[config.mk]
export PLATFORM = sky130hd
export DESIGN_NAME = imm_extend_pipe
export DESIGN_NICKNAME = d
export VERILOG_FILES = /design/src/rtl/imm_extend_pipe.sv
export SDC_FILE = /design/constraint.sdc
export NUM_CORES = 1
export LEC_CHECK = 0
export ABC_CLOCK_PERIOD_IN_PS = 2500
export BUFFER_PORTS_ARGS = -buffer_cell sky130_fd_sc_hd__buf_2
export CAP_MARGIN = 25
export CORE_UTILIZATION = 40
export CTS_CLUSTER_SIZE = 14
export DETAILED_ROUTE_END_ITERATION = 16
export PLACE_DENSITY = 0.6
export SKIP_LAST_GASP = 1
export SLEW_MARGIN = 10
export SYNTH_ARGS = -nofsm -noshare
export SYNTH_HDL_FRONTEND = slang
export SYNTH_SLANG_ARGS = --single-unit
[constraint.sdc]
create_clock -name clk -period 2.5 [get_ports clk]
set_input_delay 0.5 -clock clk [delete_from_list [all_inputs] [get_ports clk]]
set_output_delay 0.5 -clock clk [all_outputs]
set_load 0.02 [all_outputs]
[src/rtl/imm_extend_pipe.sv]
// LEGv8 immediate generator: classifies the instruction format and produces the
// sign/zero-extended immediate through a 1- or 2-stage valid/ready pipeline.
module imm_extend_pipe #(
   parameter int WORD      = 64,
   parameter int INSTR_LEN = 32,
   parameter int STAGES    = 2,
   parameter int BR_SHIFT  = 1
) (
   input  logic                 clk,
   input  logic                 rst_n,
   input  logic                 flush,
   input  logic                 in_valid,
   output logic                 in_ready,
   input  logic [INSTR_LEN-1:0] instr,
   output logic                 out_valid,
   input  logic                 out_ready,
   output logic [WORD-1:0]      imm,
   output logic [2:0]           fmt
);

   localparam logic [2:0] F_R = 3'd0, F_D = 3'd1, F_I = 3'd2, F_CB = 3'd3,
                          F_B = 3'd4, F_IW = 3'd5, F_ILL = 3'd7;

   // Low 26 instruction bits hold every immediate field of every format.
   typedef struct packed {
      logic [2:0]  fmt;
      logic [25:0] raw;
   } s1_t;

   // Widest opcode match first; MOVZ with hw>=2 cannot be represented in 32 bits.
   function automatic logic [2:0] decode(input logic [31:0] i);
      logic [2:0] f;
      f = F_ILL;
      if (i[31:21] == 11'b10001011000 || i[31:21] == 11'b11001011000 ||
          i[31:21] == 11'b10001010000 || i[31:21] == 11'b10101010000)
         f = F_R;
      else if (i[31:21] == 11'b11111000010 || i[31:21] == 11'b11111000000)
         f = F_D;
      else if (i[31:22] == 10'b1001000100 || i[31:22] == 10'b1101000100)
         f = F_I;
      else if (i[31:23] == 9'b110100101)
         f = (WORD == 32 && i[22]) ? F_ILL : F_IW;
      else if (i[31:25] == 7'b1011010)
         f = F_CB;
      else if (i[31:26] == 6'b000101)
         f = F_B;
      return f;
   endfunction

   function automatic logic [WORD-1:0] extend(input logic [2:0] f, input logic [25:0] r);
      logic [63:0] t;
      t = '0;
      case (f)
         F_D:  t = {{55{r[20]}}, r[20:12]};
         F_I:  t = {52'd0, r[21:10]};
         F_CB: t = {{45{r[23]}}, r[23:5]};
         F_B:  t = {{38{r[25]}}, r[25:0]};
         F_IW: t = {48'd0, r[20:5]} << {r[22:21], 4'b0000};
         default: t = '0;
      endcase
      if (BR_SHIFT != 0 && (f == F_CB || f == F_B))
         t = t << 2;
      return t[WORD-1:0];
   endfunction

   logic adv_out;
   assign adv_out = out_ready || !out_valid;

   generate
      if (STAGES == 2) begin : g_two
         s1_t  s1;
         logic v1;

         assign in_ready = !v1 || adv_out;

         always_ff @(posedge clk or negedge rst_n) begin
            if (!rst_n) begin
               v1        <= 1'b0;
               s1        <= '0;
               out_valid <= 1'b0;
               imm       <= '0;
               fmt       <= '0;
            end else begin
               if (flush) begin
                  v1        <= 1'b0;
                  out_valid <= 1'b0;
               end else begin
                  if (in_ready) v1 <= in_valid;
                  if (adv_out)  out_valid <= v1;
               end
               // Data registers may load during flush; their valid bits are cleared.
               if (in_valid && in_ready)
                  s1 <= '{fmt: decode(instr), raw: instr[25:0]};
               if (adv_out && v1) begin
                  imm <= extend(s1.fmt, s1.raw);
                  fmt <= s1.fmt;
               end
            end
         end
      end else begin : g_one
         logic [2:0] dec;
         assign dec      = decode(instr);
         assign in_ready = adv_out;

         always_ff @(posedge clk or negedge rst_n) begin
            if (!rst_n) begin
               out_valid <= 1'b0;
               imm       <= '0;
               fmt       <= '0;
            end else begin
               if (flush)        out_valid <= 1'b0;
               else if (adv_out) out_valid <= in_valid;
               if (in_valid && adv_out) begin
                  imm <= extend(dec, instr[25:0]);
                  fmt <= dec;
               end
            end
         end
      end
   endgenerate

endmodule
Yosys cells after proc, flatten, opt, wreduce, memory -nomap -nowiden
Cells that the tools add are included.

Input bits: 37. Output and inout port bits: 69. Word-level logic and storage cells: 49. Register bits after elaboration: 98.

Multiplexer cells: 12. Eq/ne operators: 16. Shifts and indexed selects: 1. Reduce and logical (&&, ||, !) cells: 14.

Operators by type and width (count): case mux 64 bit (5 select lines) (1); == test 11 bit, second input constant (6); 2-to-1 mux 64 bit (1); left shift 16 x 6 -> 64 bit (1); == test 10 bit, second input constant (2); 2-to-1 mux 3 bit (5); == test 9 bit, second input constant (1); logical OR 1 bit (8); == test 7 bit, second input constant (1); == test 3 x 2 -> 1 bit, second input constant (2); == test 3 bit, second input constant (2); == test 6 x 3 -> 1 bit, second input constant (1); 2-to-1 mux 1 bit (4); nonzero test 2 bit (2); == test 3 x 1 -> 1 bit, second input constant (1); logical AND 1 bit (2); logical NOT 1 bit (2); 2-to-1 mux 2 bit (1).

Longest topological paths before layout
Depth in word-level cells: 7. Mapped depth: 8. Mapped depth without buffers: 4.

Least setup slack after synthesis
Ideal clock, no wire load.

Path kind: in2reg. Start point: in out_ready. End point: reg g_two.s1[10] (netlist name). Cell stages on the path: 4. Path buffers: 1. Required time: 2375 ps. Slack: 647 ps. Setup time: 125 ps. Arrival time: 1728 ps. Path through: nand3b_1 > nand2_1 > buf_1 > mux2_2.

Word-level cells in the longest chain between the ends: 3.

Ends and longest elaborated chain: start, declared (RTL line 16) `input logic out_ready,`; logical OR 1 bit (RTL line 67) `assign adv_out = out_ready || !out_valid;`; logical OR 1 bit (RTL line 74) `assign in_ready = !v1 || adv_out;`; logical AND 1 bit (RTL line 92) `if (in_valid && in_ready)`; end signal, assigned (RTL line 93) `s1 <= '{fmt: decode(instr), raw: instr[25:0]};`; end, declared (RTL line 71) `s1_t s1;`.

No other way between the ends. A chain may end at the register's enable or synchronous reset.

Worst setup path after layout
Start point: reg g_two.s1[26] (netlist name). End point: reg imm[7].

Word-level cells in the longest chain between the ends: 3. Elaborated cells between the ends (all ways): 8. Those cells by class: eq/ne (5); mux (2); reduce/logical (1).

Ends and longest elaborated chain: == test 3 bit, or another cell as far along (RTL line 53) `case (f)`; case mux 64 bit (5 select lines) / logical OR 1 bit (equally long branches) (RTL line 53, 61); 2-to-1 mux 64 bit (*) (RTL line 61) `if (BR_SHIFT != 0 && (f == F_CB || f == F_B))`; end signal, assigned (RTL line 95) `imm <= extend(s1.fmt, s1.raw);`; end, declared (RTL line 17) `output logic [WORD-1:0] imm,`.

Every way passes the cells marked *; elsewhere a longest branch is shown, timed or not.

==> impl_metrics.ini <==
[detailed_routing]
first_pass_iters = 7
ant_nets = 0
vias_per_cell = 6.038
wirelength_um = 16500
via_count = 4969
drc = 0
drt_iter0_drc = 429
post_drt_wl_per_cell_um = 20.04

[clocking]
cts_root_buf = clkbuf_16
clk_pin_slew_ps = 60
cts-buffers-inserted = 9
postCtsSetupBuffers = 0
hold_buffers = 0
cts.path.max_buffers = 2
htree_levels = 3
cts_repair_resize_count = 0
clk_latency_ps = 350
cts_tree = built
cts.sinks = 98

[synth]
syn-mean-instance-area_um2 = 9.685
synth_edf_count = 0
syn_area_um2 = 5414
synthCells = 559
syn-num-nets = 596
seq_area_frac_synth = 0.4530
synth_warnings = 0
synth-main-ff-cell = dfrtp_1
ys_ff_latch = 98
synthArstFlopShare = 1.000
synth.distinct_cells = 55

[sta]
worst_pin_slew_ps = 724.2
timing.final.hold_violations = 0
rsz0062_at_grt = no
timing.setup.tns_ps = 0
slew_headroom = 0.5047
period_share = 0.9006
skew_ps = 6.905
fin_crit_ps = 2252
setup_viol = 0
fmax_mhz = 444.1
slew_violations = 0

[flow_run]
drv_cap = 0

[floorplan]
ioPinCount = 106
start_util = 0.4088
coreArea_um2 = 13240
placementRows = 42
design.die.area_um2 = 14000
fp.dieH_um = 118.3
die_w_um = 118.3

[worst_setup_path]
crit_slowest_cell = dfrtp_1
worstPathArrival_ps = 2430
end_kind = flop
reg2reg_depth = 5
worstSetupPathType = reg -> reg
required_ps = 2680
start_kind = flop
cp_cell_sequence = buf_4 > nor2b_1 > or2_2 > nand2_1 > o221ai_1
cp_slowest_stage_delay_ps = 570
worst-path-max-fanout = 18

[place]
dp_hpwl_um = 11590
placed_area_um2 = 6098
port_buffers = 105
gp_congestion = 0.8793

[layout]
antennaDiodeCount = 0
final_common_cell = buf_2
syn2layout_area_growth_pct = 17.33
utilization = 0.4797
fillers = 1297
design_area_um2 = 6352
final_cell_mix = buf_2, dfrtp_1, nor2_1
nets = 681
drive_gt1_frac = 0.2798
multi_input_area_um2 = 2660
layout.area.seq_um2 = 2452

[hold_path]
min_path_type = in -> async

[power_and_ir_drop]
power.switching_mw = 1.565
sw_frac_of_total = 0.3443
clkPwrFrac = 0.276
p_leak_nw = 2.661
comb_power_share = 0.268
cellPowerDensity_nw_per_um2 = 715.8
internal_power_mw = 2.981
max-vdd-ir-drop_mv = 0.3580
seqPwrFrac = 0.456

[global_route]
grt_usage = 0.2409
overflow = 0
grt_pass1_vias = 4737
grt_max_degree = 58
antenna_found_initial = 0
grt_pass1_wl_um = 26160

[status]
status = complete, no violations
[cell type report]
type,count,share of cell area
Inverter,4,0.002364
Tap cell,176,0.03467
Clock buffer,14,0.03998
Sequential cell,98,0.3861
Multi-Input combinational cell,398,0.4188
Timing Repair Buffer,133,0.1182
[per-stage QoR]
stage	cells	power (mW)	hold WS, ps	setup WS, ps
floorplan	559	2.827	204.4	647.5
global placement	809	3.289	456.1	388.8
detailed placement	809	3.314	468.6	296.2
CTS	823	4.565	152.1	267.6
global route	823	4.764	176.5	102.3
finish	823	4.547	136.7	248.5
[power groups by stage]
stage | Clock, mW | Combinational [mW] | Sequential, mW
floorplan | 0 | 0.608 | 2.22
finish | 1.26 | 1.22 | 2.07
CTS | 1.28 | 1.22 | 2.07
detailed placement | 0 | 1.21 | 2.10
global placement | 0 | 1.20 | 2.09
global route | 1.34 | 1.32 | 2.10
[final timing paths]
kind,from,to,slack [ps]
setup / recovery,g_two.s1[26],imm[7],250
hold / removal,rst_n,imm[32],140
setup reg to reg,g_two.s1[26],imm[7],250
hold reg to reg,imm[1],imm[1],480
max in group asynchronous,rst_n,g_two.s1[28],1670
min in group clk,flush,out_valid,310
[synth_stat cells (all sizes together), types with 4 or more instances]
library cell / number / area (um2)
nor2: 53 / 198.9
nand2: 40 / 150.1
a22o: 4 / 35.03
a32o: 4 / 40.04
dfrtp: 98 / 2452
nor2b: 10 / 62.56
nand3b: 8 / 60.06
nor3b: 16 / 130.1
inv: 4 / 15.01
o2bb2ai: 6 / 52.55
nand4b: 5 / 43.79
nand2b: 6 / 37.54
o31ai: 9 / 67.56
clkbuf: 31 / 116.4
o221ai: 5 / 43.79
a221oi: 10 / 87.58
a211oi: 34 / 255.2
o211ai: 21 / 157.7
a21oi: 23 / 115.1
and2: 5 / 33.78
mux2: 26 / 292.8
nor4bb: 5 / 50.05
o21ai: 40 / 200.2
o22ai: 30 / 187.7
buf: 28 / 181.4
[kinds of logic after synthesis]
kind of cell / synth area share
flip-flops: 0.4530
AND/OR/NAND/NOR: 0.1627
multiplexers: 0.05963
AO/OA/AOI/OAI: 0.2669
buffers and inverters: 0.05777
[per-layer routing]
| layer | vias up | part of all wire | GRT usage | wire [um] |
|---|---|---|---|---|
| li1 | 2288 | - | - | - |
| met1 | 2406 | 0.46 | 0.3404 | 7515 |
| met2 | 240 | 0.44 | 0.3522 | 7274 |
| met3 | 35 | 0.070 | 0.04681 | 1162 |
| met4 | 0 | 0.033 | 0.1170 | 545 |
| met5 | - | 0 | 0 | 0 |
[worst max-delay path: cells and delay by family (launching register included)]
family,cells,cell delay (ps)
and+or+nand+nor,3,980
buffers and inverters,1,290
AOI/OAI and AO/OA,1,240
DFF,1,570
[state kept, by name, summed over array words and instances (netlist names)]
name       flops
imm           64
g_two.s1      29
out_valid      1
fmt            3
g_two.v1       1
(Power assumes the default switching activity.)
